==> src/rtl/alu_issue_stage_if.sv <==
// Instruction handshake and ALU operand/result bus for the issue stage.
// The slave modport is the issue stage; the master modport is its environment
// (the decoder driving instructions plus the combinational ALU).
interface alu_issue_stage_if #(
  parameter int WORD_SIZE  = 8,
  parameter int REG_ADDR_W = 2
);

  // Decoded instruction handshake
  logic                  instr_valid;
  logic                  instr_ready;
  logic [1:0]            instr_opcode;
  logic [REG_ADDR_W-1:0] instr_rd;
  logic [REG_ADDR_W-1:0] instr_rs1;
  logic [REG_ADDR_W-1:0] instr_rs2;
  logic [WORD_SIZE-1:0]  instr_imm;

  // ALU operands out, combinational result back
  logic [WORD_SIZE-1:0]  alu_a;
  logic [WORD_SIZE-1:0]  alu_b;
  logic                  alu_op;
  logic [WORD_SIZE-1:0]  alu_c;

  modport slave (
    input  instr_valid,
    input  instr_opcode,
    input  instr_rd,
    input  instr_rs1,
    input  instr_rs2,
    input  instr_imm,
    input  alu_c,
    output instr_ready,
    output alu_a,
    output alu_b,
    output alu_op
  );

  modport master (
    output instr_valid,
    output instr_opcode,
    output instr_rd,
    output instr_rs1,
    output instr_rs2,
    output instr_imm,
    output alu_c,
    input  instr_ready,
    input  alu_a,
    input  alu_b,
    input  alu_op
  );

endinterface

==> src/rtl/alu_issue_stage.sv <==
// Serialised issue/writeback stage for the 8-bit datapath ALU.
// Accepts one instruction at a time, reads operands from a small register
// file into registered ALU operands, and writes the ALU result back to the
// destination register one cycle later. LDI and NOP bypass the ALU.
module alu_issue_stage #(
  parameter int WORD_SIZE  = 8,
  parameter int NUM_REGS   = 4,
  parameter int REG_ADDR_W = 2
) (
  input  logic                  clk,
  input  logic                  rst,
  alu_issue_stage_if.slave      bus,
  output logic                  done,
  input  logic [REG_ADDR_W-1:0] dbg_addr,
  output logic [WORD_SIZE-1:0]  dbg_data
);

  typedef enum logic [1:0] {
    S_IDLE = 2'd0,
    S_EXEC = 2'd1,
    S_DONE = 2'd2
  } state_t;

  typedef enum logic [1:0] {
    OP_ADD = 2'b00,
    OP_SUB = 2'b01,
    OP_LDI = 2'b10,
    OP_NOP = 2'b11
  } opcode_t;

  state_t                r_state;
  state_t                w_next_state;

  logic [WORD_SIZE-1:0]  r_regs [NUM_REGS];
  logic [REG_ADDR_W-1:0] r_rd;
  logic [WORD_SIZE-1:0]  r_alu_a;
  logic [WORD_SIZE-1:0]  r_alu_b;
  logic                  r_alu_op;

  opcode_t               w_opcode;
  logic                  w_accept;
  logic                  w_is_alu_op;
  logic                  w_wr_en;
  logic [REG_ADDR_W-1:0] w_wr_addr;
  logic [WORD_SIZE-1:0]  w_wr_data;

  assign w_opcode    = opcode_t'(bus.instr_opcode);
  assign w_accept    = bus.instr_valid && (r_state == S_IDLE);
  assign w_is_alu_op = (w_opcode == OP_ADD) || (w_opcode == OP_SUB);

  // Handshake and status outputs depend on state only
  assign bus.instr_ready = (r_state == S_IDLE);
  assign done            = (r_state == S_DONE);

  assign bus.alu_a  = r_alu_a;
  assign bus.alu_b  = r_alu_b;
  assign bus.alu_op = r_alu_op;

  assign dbg_data = r_regs[dbg_addr];

  // State register
  // NOTE: sequential state uses non-blocking assignments so every register
  // samples the pre-edge values of the others, independent of block order.
  always_ff @(posedge clk) begin
    if (rst) begin
      r_state <= S_IDLE;
    end else begin
      r_state <= w_next_state;
    end
  end

  // Next-state decode and single register-file write port selection
  // NOTE: every always_comb output gets a default first so no path through
  // the case leaves a signal unassigned, which would infer a latch.
  always_comb begin
    w_next_state = r_state;
    w_wr_en      = 1'b0;
    w_wr_addr    = bus.instr_rd;
    w_wr_data    = bus.instr_imm;

    case (r_state)
      S_IDLE: begin
        if (w_accept) begin
          if (w_is_alu_op) begin
            w_next_state = S_EXEC;
          end else begin
            w_next_state = S_DONE;
            // LDI writes straight from the immediate at the accept edge
            w_wr_en      = (w_opcode == OP_LDI);
          end
        end
      end
      S_EXEC: begin
        // ALU result is combinationally valid while in EXEC
        w_next_state = S_DONE;
        w_wr_en      = 1'b1;
        w_wr_addr    = r_rd;
        w_wr_data    = bus.alu_c;
      end
      S_DONE: begin
        w_next_state = S_IDLE;
      end
      default: begin
        w_next_state = S_IDLE;
      end
    endcase
  end

  // Operand capture at acceptance of ADD/SUB; held at all other times
  always_ff @(posedge clk) begin
    if (rst) begin
      r_alu_a  <= '0;
      r_alu_b  <= '0;
      r_alu_op <= 1'b0;
      r_rd     <= '0;
    end else if (w_accept && w_is_alu_op) begin
      // Operands are read before any write from this instruction lands,
      // so rd == rs1/rs2 naturally uses the old value.
      r_alu_a  <= r_regs[bus.instr_rs1];
      r_alu_b  <= r_regs[bus.instr_rs2];
      r_alu_op <= bus.instr_opcode[0];
      r_rd     <= bus.instr_rd;
    end
  end

  // Register file: cleared on reset, one write per cycle
  // NOTE: this storage is a handful of flops with a defined reset value, so
  // resetting it is intended; a RAM-sized array would normally not be reset.
  always_ff @(posedge clk) begin
    if (rst) begin
      for (int i = 0; i < NUM_REGS; i++) begin
        r_regs[i] <= '0;
      end
    end else if (w_wr_en) begin
      r_regs[w_wr_addr] <= w_wr_data;
    end
  end

endmodule

==> src/flat_wrapper.sv <==
// flat-port wrapper written by rule: the top's interface ports become plain ports
module alu_issue_stage_flat 
#(
  parameter int WORD_SIZE  = 8,
  parameter int NUM_REGS   = 4,
  parameter int REG_ADDR_W = 2
)
  (clk, rst, done, dbg_addr, dbg_data, bus_instr_valid, bus_instr_opcode, bus_instr_rd, bus_instr_rs1, bus_instr_rs2, bus_instr_imm, bus_alu_c, bus_instr_ready, bus_alu_a, bus_alu_b, bus_alu_op);
  alu_issue_stage_if #(.WORD_SIZE(WORD_SIZE), .REG_ADDR_W(REG_ADDR_W)) bus_i ();
  input  logic clk;
  input  logic rst;
  output logic done;
  input  logic [REG_ADDR_W-1:0] dbg_addr;
  output logic [WORD_SIZE-1:0] dbg_data;
  input wire logic [$bits(bus_i.instr_valid)-1:0] bus_instr_valid;
  input wire logic [$bits(bus_i.instr_opcode)-1:0] bus_instr_opcode;
  input wire logic [$bits(bus_i.instr_rd)-1:0] bus_instr_rd;
  input wire logic [$bits(bus_i.instr_rs1)-1:0] bus_instr_rs1;
  input wire logic [$bits(bus_i.instr_rs2)-1:0] bus_instr_rs2;
  input wire logic [$bits(bus_i.instr_imm)-1:0] bus_instr_imm;
  input wire logic [$bits(bus_i.alu_c)-1:0] bus_alu_c;
  output wire logic [$bits(bus_i.instr_ready)-1:0] bus_instr_ready;
  output wire logic [$bits(bus_i.alu_a)-1:0] bus_alu_a;
  output wire logic [$bits(bus_i.alu_b)-1:0] bus_alu_b;
  output wire logic [$bits(bus_i.alu_op)-1:0] bus_alu_op;
  assign bus_i.instr_valid = bus_instr_valid;
  assign bus_i.instr_opcode = bus_instr_opcode;
  assign bus_i.instr_rd = bus_instr_rd;
  assign bus_i.instr_rs1 = bus_instr_rs1;
  assign bus_i.instr_rs2 = bus_instr_rs2;
  assign bus_i.instr_imm = bus_instr_imm;
  assign bus_i.alu_c = bus_alu_c;
  assign bus_instr_ready = bus_i.instr_ready;
  assign bus_alu_a = bus_i.alu_a;
  assign bus_alu_b = bus_i.alu_b;
  assign bus_alu_op = bus_i.alu_op;
  alu_issue_stage #(.WORD_SIZE(WORD_SIZE), .NUM_REGS(NUM_REGS), .REG_ADDR_W(REG_ADDR_W)) u_core (.clk(clk), .rst(rst), .bus(bus_i), .done(done), .dbg_addr(dbg_addr), .dbg_data(dbg_data));
endmodule
==> config.mk <==
export PLATFORM = sky130hd
export DESIGN_NAME = alu_issue_stage_flat
export DESIGN_NICKNAME = d
export VERILOG_FILES = /design/src/rtl/alu_issue_stage_if.sv /design/src/rtl/alu_issue_stage.sv /design/src/flat_wrapper.sv
export SDC_FILE = /design/constraint.sdc
export NUM_CORES = 1
export LEC_CHECK = 0
export CORE_MARGIN = 3
export CORE_UTILIZATION = 36
export DETAILED_ROUTE_END_ITERATION = 6
export PLACE_DENSITY = 0.6
export SLEW_MARGIN = 20
export SYNTH_ARGS = -nofsm -noshare
export SYNTH_HDL_FRONTEND = slang
export SYNTH_SLANG_ARGS = --single-unit
export TNS_END_PERCENT = 20
==> constraint.sdc <==
create_clock -name clk -period 2.9 [get_ports clk]
set_input_delay 0.58 -clock clk [delete_from_list [all_inputs] [get_ports clk]]
set_output_delay 0.58 -clock clk [all_outputs]
set_load 0.05 [all_outputs]
### Yosys cells after proc, flatten, opt, wreduce, memory -nomap -nowiden

Memory sizes are Yosys's and may differ from the RTL's. A register that Yosys moved wholly into a read port is not among the register bits.
Index checks and enable logic that the tools add are counted.

| cells by class | value |
|---|---|
| reductions and logical operators | 6 |
| equality and inequality tests | 5 |
| mux-type cells | 16 |

Operator list:

| kind | number |
|---|---|
| two-way mux 8 bit | 2 |
| two-way mux 1 bit | 8 |
| two-way mux 2 bit | 4 |
| OR reduction 8 bit | 1 |
| == test 2 x 1 -> 1 bit, second input constant | 2 |
| == test 2 bit, second input constant | 2 |
| logical NOT 2 bit | 2 |
| case mux 2 bit (2 select lines) | 1 |
| logical AND 1 bit | 2 |
| inequality test 2 x 1 -> 1 bit, second input constant | 1 |
| case mux 1 bit (2 select lines) | 1 |
| logical OR 1 bit | 1 |

| word-level totals | value |
|---|---|
| memory bits (writable) | 32 |
| memories | 1 |
| bits in registers | 5 |
| input bits | 29 |
| output and inout bits | 27 |

Memory list:

| name | depth | bits a word | rd ports | clocked after memory_dff | write ports | line | source |
|---|---|---|---|---|---|---|---|
| u_core.r_regs | 4 | 8 | 3 | 2 | 4 | alu_issue_stage.sv:34 | `logic [WORD_SIZE-1:0] r_regs [NUM_REGS];` |

### Logic depth before layout (Yosys ltp)

Gate-level depths: netlist of the first run.

| depth | value |
|---|---|
| depth in word-level cells | 10 |
| mapped depth | 5 |

### Worst setup path before layout of the first run

OpenSTA, ideal clock, no wires.

| timing path | value |
|---|---|
| path kind | input to register |
| from | input port bus_instr_opcode[0] |
| to | memory u_core.r_regs[2][0], enable pin |
| cell stages on the path | 4 |
| slack | 0.553 ns |
| arrival time | 1.960 ns |
| library setup time | 0.387 ns |
| data required time | 2.513 ns |
| path buffers | 1 |
| cells stage by stage | and3b_1 -> o211ai_1 -> clkbuf_1 -> o31ai_1 |

RTL lines:

| what | line | source |
|---|---|---|
| start: declaration | flat_wrapper.sv:16 | `input wire logic [$bits(bus_i.instr_opcode)-1:0] bus_instr_opcode;` |
| end: declaration | alu_issue_stage.sv:34 |  |

### Worst setup path in the final report of the first run

| timing path | value |
|---|---|
| from | input port dbg_addr[0] |
| to | output port dbg_data[4] |

| between the ends | value |
|---|---|
| cells in the longest elaborated chain, start to end | 1 |

Ends and longest elaborated chain:

| what | line | source |
|---|---|---|
| start: declaration | flat_wrapper.sv:13 | `input logic [REG_ADDR_W-1:0] dbg_addr;` |
| memory read (4 x 8 bit) | - |  |
| end: declaration | flat_wrapper.sv:14 | `output logic [WORD_SIZE-1:0] dbg_data;` |

Every way passes these cells.

==> results of run 1 <==
## critical path, cell delays in order
cell             delay [ns]
clkdlybuf4s50_1        0.46
buf_4                  0.20
mux4_2                 0.54
buf_4                  0.21
## final timing paths
path / endpoint / slack [ns] / cells after the start
worst min register to register: u_core.bus.alu_b[5] / 0.48 / 1
worst max register to register: u_core.r_regs[2][0] / 0.69 / 4
worst min-delay path: u_core.bus.alu_b[5] / 0.48 / 1
worst max-delay path: dbg_data[4] / 0.33 / 4
## sequential cells by signal, summed over array words and instances, names as in the netlist
| name | flops |
|---|---|
| u_core.r_rd | 2 |
| u_core.bus.alu_a | 8 |
| u_core.bus.alu_b | 8 |
| u_core.bus.alu_op | 1 |
| u_core.r_regs | 32 |
| u_core.r_state | 2 |
## where the power goes
group / leakage, nW / switching (W) / internal (W)
clock network: 0.0681 / 0.000243 / 0.000343
logic: 0.608 / 0.000185 / 0.000149
registers: 0.505 / 0.0000253 / 0.000832
total: 1.18 / 0.000453 / 0.00132
## cells in the mapped netlist, types with 2 or more instances
cell type   n
nor2b_1     2
nor4_1     14
buf_2       3
nor3_1      9
edfxtp_1   32
inv_1       2
mux2i_1    11
dfxtp_1    21
nor4_2      2
a22o_1     16
buf_6       2
nor2_1     14
mux2i_2     2
clkbuf_1    2
buf_4       2
o31ai_1     2
buf_1       3
mux4_2     24
clkbuf_2    2
## cells by family after synthesis
logic type | Yosys count | share of synthesized area
AND/OR/NAND/NOR | 46 | 0.1044
buffers and inverters | 17 | 0.03920
multiplexers | 39 | 0.2659
flip-flops | 53 | 0.5215
AO/OA/AOI/OAI | 22 | 0.06896
## per-layer routing
metal | wire (um) | vias up
met5 | 0 | -
met4 | 12 | 0
met3 | 246 | 3
met2 | 2635 | 58
met1 | 2589 | 851
li1 | - | 844
## through the flow
stage,utilization,setup slack (ns),hold slack (ns),power (W),instances
2_1_floorplan,-,0.5531,0.4752,0.001093,177
3_3_place_gp,0.4721,0.3318,0.4595,0.001210,323
3_5_place_dp,0.4721,0.3229,0.4663,0.001211,323
4_1_cts,0.4914,0.3222,0.4886,0.001790,331
5_1_grt,0.4917,0.2950,0.4995,0.001850,331
6_report,0.4917,0.3343,0.4835,0.001777,331
## final cells by class
class,count,area (um2),share of cell area
Sequential cell,53,1381,0.4045
Tap cell,96,120.1,0.03518
Clock inverter,3,65.06,0.01905
Inverter,2,7.507,0.002199
Clock buffer,5,68.82,0.02015
Timing Repair Buffer,65,605.6,0.1774
Multi-Input combinational cell,107,1166,0.3415
==> reports/metrics.csv, run 1 <==
stage;metric;value;unit
logic_synthesis;top cell type's share of synthesized area;0.3628;
final_layout;final instance area;3415;um2
timing;post-layout min period;2.566;ns
cts;clock root cell;clkbuf_8;
logic_synthesis;biggest area consumer among synthesized cells;edfxtp_1;
grt;largest net degree at the start of global routing;29;
timing;Setup-failing EPs final;0;
timing;worst clock skew;0.007024;ns
logic_synthesis;register area share after synthesis;0.5215;
power_and_ir_drop;PwrDens;520.4;nW/um2
route;First-pass DRT Iterations;4;
worst_setup_path;crit start category;primary input;
grt;global-route wire length before repair;8825;um
worst_setup_path;CP startpoint;dbg_addr[0];
job;Max Cap Violations;0;
cts;CTS HTree Levels;2;
cts;Max clock buf depth;2;
cts;CTS Hold Bufs;0;
placed_design;Area after DPL;3278;um2
timing;slew at the pin closest to its max-slew limit;0.6439;ns
final_layout;share of cells above drive strength 1;0.2553;
worst_setup_path;Critical R2R Launch;u_core.r_state[0];
timing;fin crit share;0.8847;
logic_synthesis;Cells after Synth;177;
logic_synthesis;syn_area_per_cell;14.96;um2
grt;met3 usage;0.02297;
route;initial drt markers;60;
cts;latest clock arrival within the worst-skew pair;0.31;ns
route;antenna-violating nets left;0;
hold_path;Hold Path Origin;u_core.bus.alu_b[5];
worst_setup_path;WP data arrival;1.99;ns
worst_setup_path;worst endpoint required time;2.32;ns
logic_synthesis;Seq cells post-synth;53;
power_and_ir_drop;Static Leak;1.181;nW
timing;setup_tns;0;ns
cts;# Post-CTS Setup Buffers;0;
outcome;status;complete, no violations;
logic_synthesis;post-synth cell types;31;
route;drc violations;0;
timing;final slew viol count;0;
floorplan;die height;91.78;um
grt;gr ovfl total;0;
grt;initial antenna violation count;0;
timing;final hold vios;0;
grt;vias in the first global route;1636;
floorplan;Site Rows;30;
placed_design;GP Congestion;0.7519;
cts;Clock transition at path regs;0.09;ns
worst_setup_path;Critical Path Sink Type;output port;
final_layout;n_diodes;0;
power_and_ir_drop;VDD IR max;0.0002187;V
route;DR vias/cell;5.305;
grt;met1 Use GR;0.1889;
worst_setup_path;Crit Path Category;in -> out;
floorplan;Chip Width;91.78;um
cts;# clock sinks;53;
floorplan;IO Pins;56;
grt;gr usage total;0.1336;
grt;busiest grt layer;met2;
cts;post-CTS resize count;0;
final_layout;Final #Nets;263;
logic_synthesis;Mapped Area;2649;um2
logic_synthesis;asr flop ratio synth;0;
floorplan;core area;6944;um2
floorplan;Initial Util;0.3814;
logic_synthesis;EDFF count, synth;32;
final_layout;fill cell count;622;
grt;met2 usage;0.2124;
timing;max_slew headroom;0.5703;
cts;CTS tree;done;
logic_synthesis;Warnings, synthesis;0;
logic_synthesis;synth top area cells;edfxtp_1 (36%), mux4_2 (20%), dfxtp_1 (16%);
final_layout;Synth-to-Final Area Change;28.91;%
logic_synthesis;Synth Flop Type;edfxtp_1;
placed_design;Final HPWL DP;4137;um
final_layout;most frequent cells in the layout;clkdlybuf4s50_1 (47), edfxtp_1 (32), mux4_2 (24);
route;WL/cell;16.56;um
route;via count;1756;
logic_synthesis;syn nets;206;
worst_setup_path;Max FO, Critical Path;8;
floorplan;Die ar.;8423;um2
placed_design;input/output buffers;55;
cts;Num CTS Buffers;5;
timing;RSZ-0062 raised after global routing;false;
timing;Fmax achieved;0.3898;GHz
final_layout;most common cell after layout, fill and taps aside;clkdlybuf4s50_1;
route;final WL;5483;um
hold_path;Worst Hold Class;reg -> reg;
Power figures use the tool's default switching activity.
==> run 2: changes to the inputs <==
--- a/config.mk
+++ b/config.mk
@@ -8,6 +8,7 @@
 export CORE_MARGIN = 3
 export CORE_UTILIZATION = 36
 export DETAILED_ROUTE_END_ITERATION = 6
+export GPL_TIMING_DRIVEN = 0
 export PLACE_DENSITY = 0.6
 export SLEW_MARGIN = 20
 export SYNTH_ARGS = -nofsm -noshare
==> run 2 against run 1 <==
Total power down 5.0%. Highest routed layer unchanged. Register-to-register slack got worse by 0.09 ns. Worst setup slack got worse by 0.21 ns. Critical path type is now in -> reg. Flip-flop and latch count stayed put. Clock skew down 0.0040 ns. Clock-buffer cell count unchanged. Core utilization is 0.50 points lower. Final cell count down 0.30%. Maximum frequency down 7.4%. Sequential share of layout area increased by 0.42 points. Clock power shrank 15%. Combinational power about the same.
==> reports/metrics.csv, run 2 (synthesis results as in run 1) <==
stage;metric;value;unit;change
worst_setup_path;cells along the critical path;clkdlybuf4s50_1 > inv_1 > o211ai_1 > clkbuf_1 > o31ai_2;;was clkdlybuf4s50_1 > buf_4 > mux4_2 > buf_4
job;Max Cap Violations;0;;unchanged
final_layout;final instance area;3379;um2;was 3415 um2
hold_path;hold endpoint;u_core.bus.alu_b[1];;was u_core.bus.alu_b[5]
power_and_ir_drop;Psw;0.0004551;W;was 0.0004526 W
floorplan;Die ar.;8423;um2;unchanged
worst_setup_path;slowest stage cell, crit path;o31ai_2;;was mux4_2
worst_setup_path;Critical Path Sink Type;flop;;was output port
worst_setup_path;crit start category;primary input;;unchanged
power_and_ir_drop;clock share of power;0.296;;was 0.329
cts;Max clock buf depth;2;;unchanged
timing;RSZ-0062 raised after global routing;true;;was false
power_and_ir_drop;PwrDens;499.7;nW/um2;was 520.4 nW/um2
floorplan;Chip Width;91.78;um;unchanged
timing;slew at the pin closest to its max-slew limit;0.7488;ns;was 0.6439 ns
cts;CTS Hold Bufs;0;;unchanged
final_layout;Biggest register;u_core.r_regs;;unchanged
placed_design;Placement Setup Slack;-0.4971;ns;was 0.3229 ns
worst_setup_path;R2R depth;3;;was 4
final_layout;n_diodes;0;;unchanged
power_and_ir_drop;sequential share of power;0.508;;was 0.483
grt;vias in the first global route;1713;;was 1636
route;First-pass DRT Iterations;4;;unchanged
timing;max_slew headroom;0.4978;;was 0.5703
route;final WL;5439;um;was 5483 um
timing;worst clock skew;0.002990;ns;was 0.007024 ns
hold_path;Worst Hold Class;reg -> reg;;unchanged
power_and_ir_drop;Tot Pwr;0.001689;W;was 0.001777 W
cts;CTS tree;done;;unchanged
power_and_ir_drop;VDD IR max;0.0002570;V;was 0.0002187 V
floorplan;Initial Util;0.3814;;unchanged
final_layout;Final #Nets;262;;was 263
worst_setup_path;CP startpoint;rst;;was dbg_addr[0]
worst_setup_path;Worst Path Buf+Inv;3;;unchanged
timing;final hold vios;0;;unchanged
worst_setup_path;Critical R2R Launch;u_core.r_state[0];;unchanged
grt;gr ovfl total;0;;unchanged
grt;gr usage total;0.1375;;was 0.1336
timing;Final WS setup;0.1284;ns;was 0.3343 ns
power_and_ir_drop;Pint;0.001233;W;was 0.001324 W
placed_design;Final HPWL DP;4283;um;was 4137 um
cts;CTS HTree Levels;2;;unchanged
worst_setup_path;r2r endpoint;u_core.r_regs[0][5];;was u_core.r_regs[2][0]
grt;largest net degree at the start of global routing;17;;was 29
floorplan;core area;6944;um2;unchanged
worst_setup_path;worst reg-to-reg setup slack;0.60;ns;was 0.69 ns
worst_setup_path;worst endpoint required time;2.84;ns;was 2.32 ns
grt;initial antenna violation count;0;;unchanged
final_layout;fill cell count;623;;was 622
timing;post-layout min period;2.772;ns;was 2.566 ns
cts;# clock sinks;53;;unchanged
route;WL/cell;16.48;um;was 16.56 um
cts;Num CTS Buffers;5;;unchanged
timing;Setup-failing EPs final;0;;unchanged
hold_path;Hold Path Origin;u_core.bus.alu_b[1];;was u_core.bus.alu_b[5]
timing;fin crit share;0.9557;;was 0.8847
floorplan;die height;91.78;um;unchanged
route;antenna-violating nets left;0;;unchanged
worst_setup_path;Levels on crit path;5;;was 4
placed_design;GP Congestion;0.7801;;was 0.7519
final_layout;Largest register FFs;32;;unchanged
route;initial drt markers;70;;was 60
power_and_ir_drop;Logic pwr share;0.197;;was 0.188
worst_setup_path;Crit path max-delay family;buffers and inverters;;unchanged
placed_design;Area after DPL;3259;um2;was 3278 um2
placed_design;Post-Place Cells;322;;was 323
floorplan;Site Rows;30;;unchanged
floorplan;IO Pins;56;;unchanged
worst_setup_path;Crit Path Category;in -> reg;;was in -> out
outcome;status;complete, no violations;;unchanged
route;DR vias/cell;5.148;;was 5.305
grt;global-route wire length before repair;9190;um;was 8825 um
hold_path;hold depth;1;;unchanged
final_layout;share of cells above drive strength 1;0.2222;;was 0.2553
final_layout;Synth-to-Final Area Change;27.59;%;was 28.91%
timing;Fmax achieved;0.3608;GHz;was 0.3898 GHz
cts;clock root cell;clkbuf_8;;unchanged
worst_setup_path;CP peak stage delay;0.73;ns;was 0.54 ns
final_layout;most common cell after layout, fill and taps aside;clkdlybuf4s50_1;;unchanged
worst_setup_path;WP data arrival;2.71;ns;was 1.99 ns
route;drc violations;0;;unchanged
power_and_ir_drop;Static Leak;1.140;nW;was 1.181 nW
final_layout;most frequent cells in the layout;clkdlybuf4s50_1 (49), edfxtp_1 (32), mux4_2 (24);;was clkdlybuf4s50_1 (47), edfxtp_1 (32), mux4_2 (24)
placed_design;input/output buffers;49;;was 55
worst_setup_path;Max FO, Critical Path;10;;was 8
route;via count;1699;;was 1756
timing;final slew viol count;0;;unchanged
cts;Clock transition at path regs;0.10;ns;was 0.09 ns
final_layout;Post-Layout Cell Count;330;;was 331
cts;latest clock arrival within the worst-skew pair;0.30;ns;was 0.31 ns
power_and_ir_drop;sw frac;0.2695;;was 0.2548
-- run 2: cell count changes in the layout (fill, tap and decap cells not counted), moves of 2 or more --
| cell | before | now |
|---|---|---|
| buf_6 | 0 | 2 |
| clkbuf_2 | 0 | 2 |
| buf_4 | 18 | 2 |
| clkdlybuf4s50_1 | 47 | 49 |
| buf_2 | 0 | 3 |
| o31ai_2 | 0 | 2 |
| clkbuf_1 | 0 | 2 |
| o31ai_1 | 2 | 0 |
| buf_1 | 0 | 3 |
-- run 2: what timing repair did --
action,CTS,global route
setup buffers,0,0
gates resized for setup,3,0
pin swaps,0,0
setup endpoints to repair,24,16
-- run 2: layer usage --
metal | up-vias | GRT usage | wire (um) | part of all wire
li1 | 837 | - | - | -
met1 | 815 | 0.1902 | 2636 | 0.48
met2 | 41 | 0.2215 | 2535 | 0.47
met3 | 6 | 0.02625 | 188 | 0.035
met4 | 0 | 0.03837 | 79 | 0.015
met5 | - | 0 | 0 | 0
-- run 2: power by group through the flow --
stage	registers, W	logic [W]	clock network, W
2_1_floorplan	0.000901	0.000192	0
3_3_place_gp	0.000873	0.000332	0
3_5_place_dp	0.000875	0.000333	0
4_1_cts	0.000857	0.000336	0.000511
5_1_grt	0.000863	0.000355	0.000541
6_report	0.000857	0.000332	0.000499
-- run 2: worst max path at each step --
stage	end	slack, ns
after floorplan	u_core.r_regs[2][0]	0.55
after global placement	u_core.r_regs[0][0]	-0.44
after detailed placement	u_core.r_regs[2][0]	-0.50
after CTS	u_core.r_regs[2][5]	0.12
after global routing	u_core.r_regs[0][7]	-0.06
final	u_core.r_regs[0][5]	0.13
-- run 2: through the flow --
stage,setup TNS [ns],hold slack [ns],util
6_report,0,0.4845,0.4867
5_1_grt,-0.8428,0.5032,0.4867
4_1_cts,0,0.4915,0.4867
3_5_place_dp,-10.56,0.4689,0.4694
3_3_place_gp,-9.605,0.4627,0.4694
2_1_floorplan,0,0.4752,-
-- run 2: final cells by class --
cell class / instances / area, um2 / area share
multi-input combinational: 107 / 1174 / 0.3473
inverter: 2 / 7.507 / 0.002221
sequential: 53 / 1381 / 0.4087
timing repair buffer: 49 / 490.5 / 0.1451
buffer: 15 / 96.34 / 0.02851
tap: 96 / 120.1 / 0.03554
clock buffer: 5 / 68.82 / 0.02036
clock inverter: 3 / 41.29 / 0.01222
-- run 2: worst reg2reg max path, stage by stage, from the launching register on --
cell and delay (ns):
dfxtp_1 0.51, o211ai_1 0.34, clkbuf_1 0.34, o31ai_2 0.74
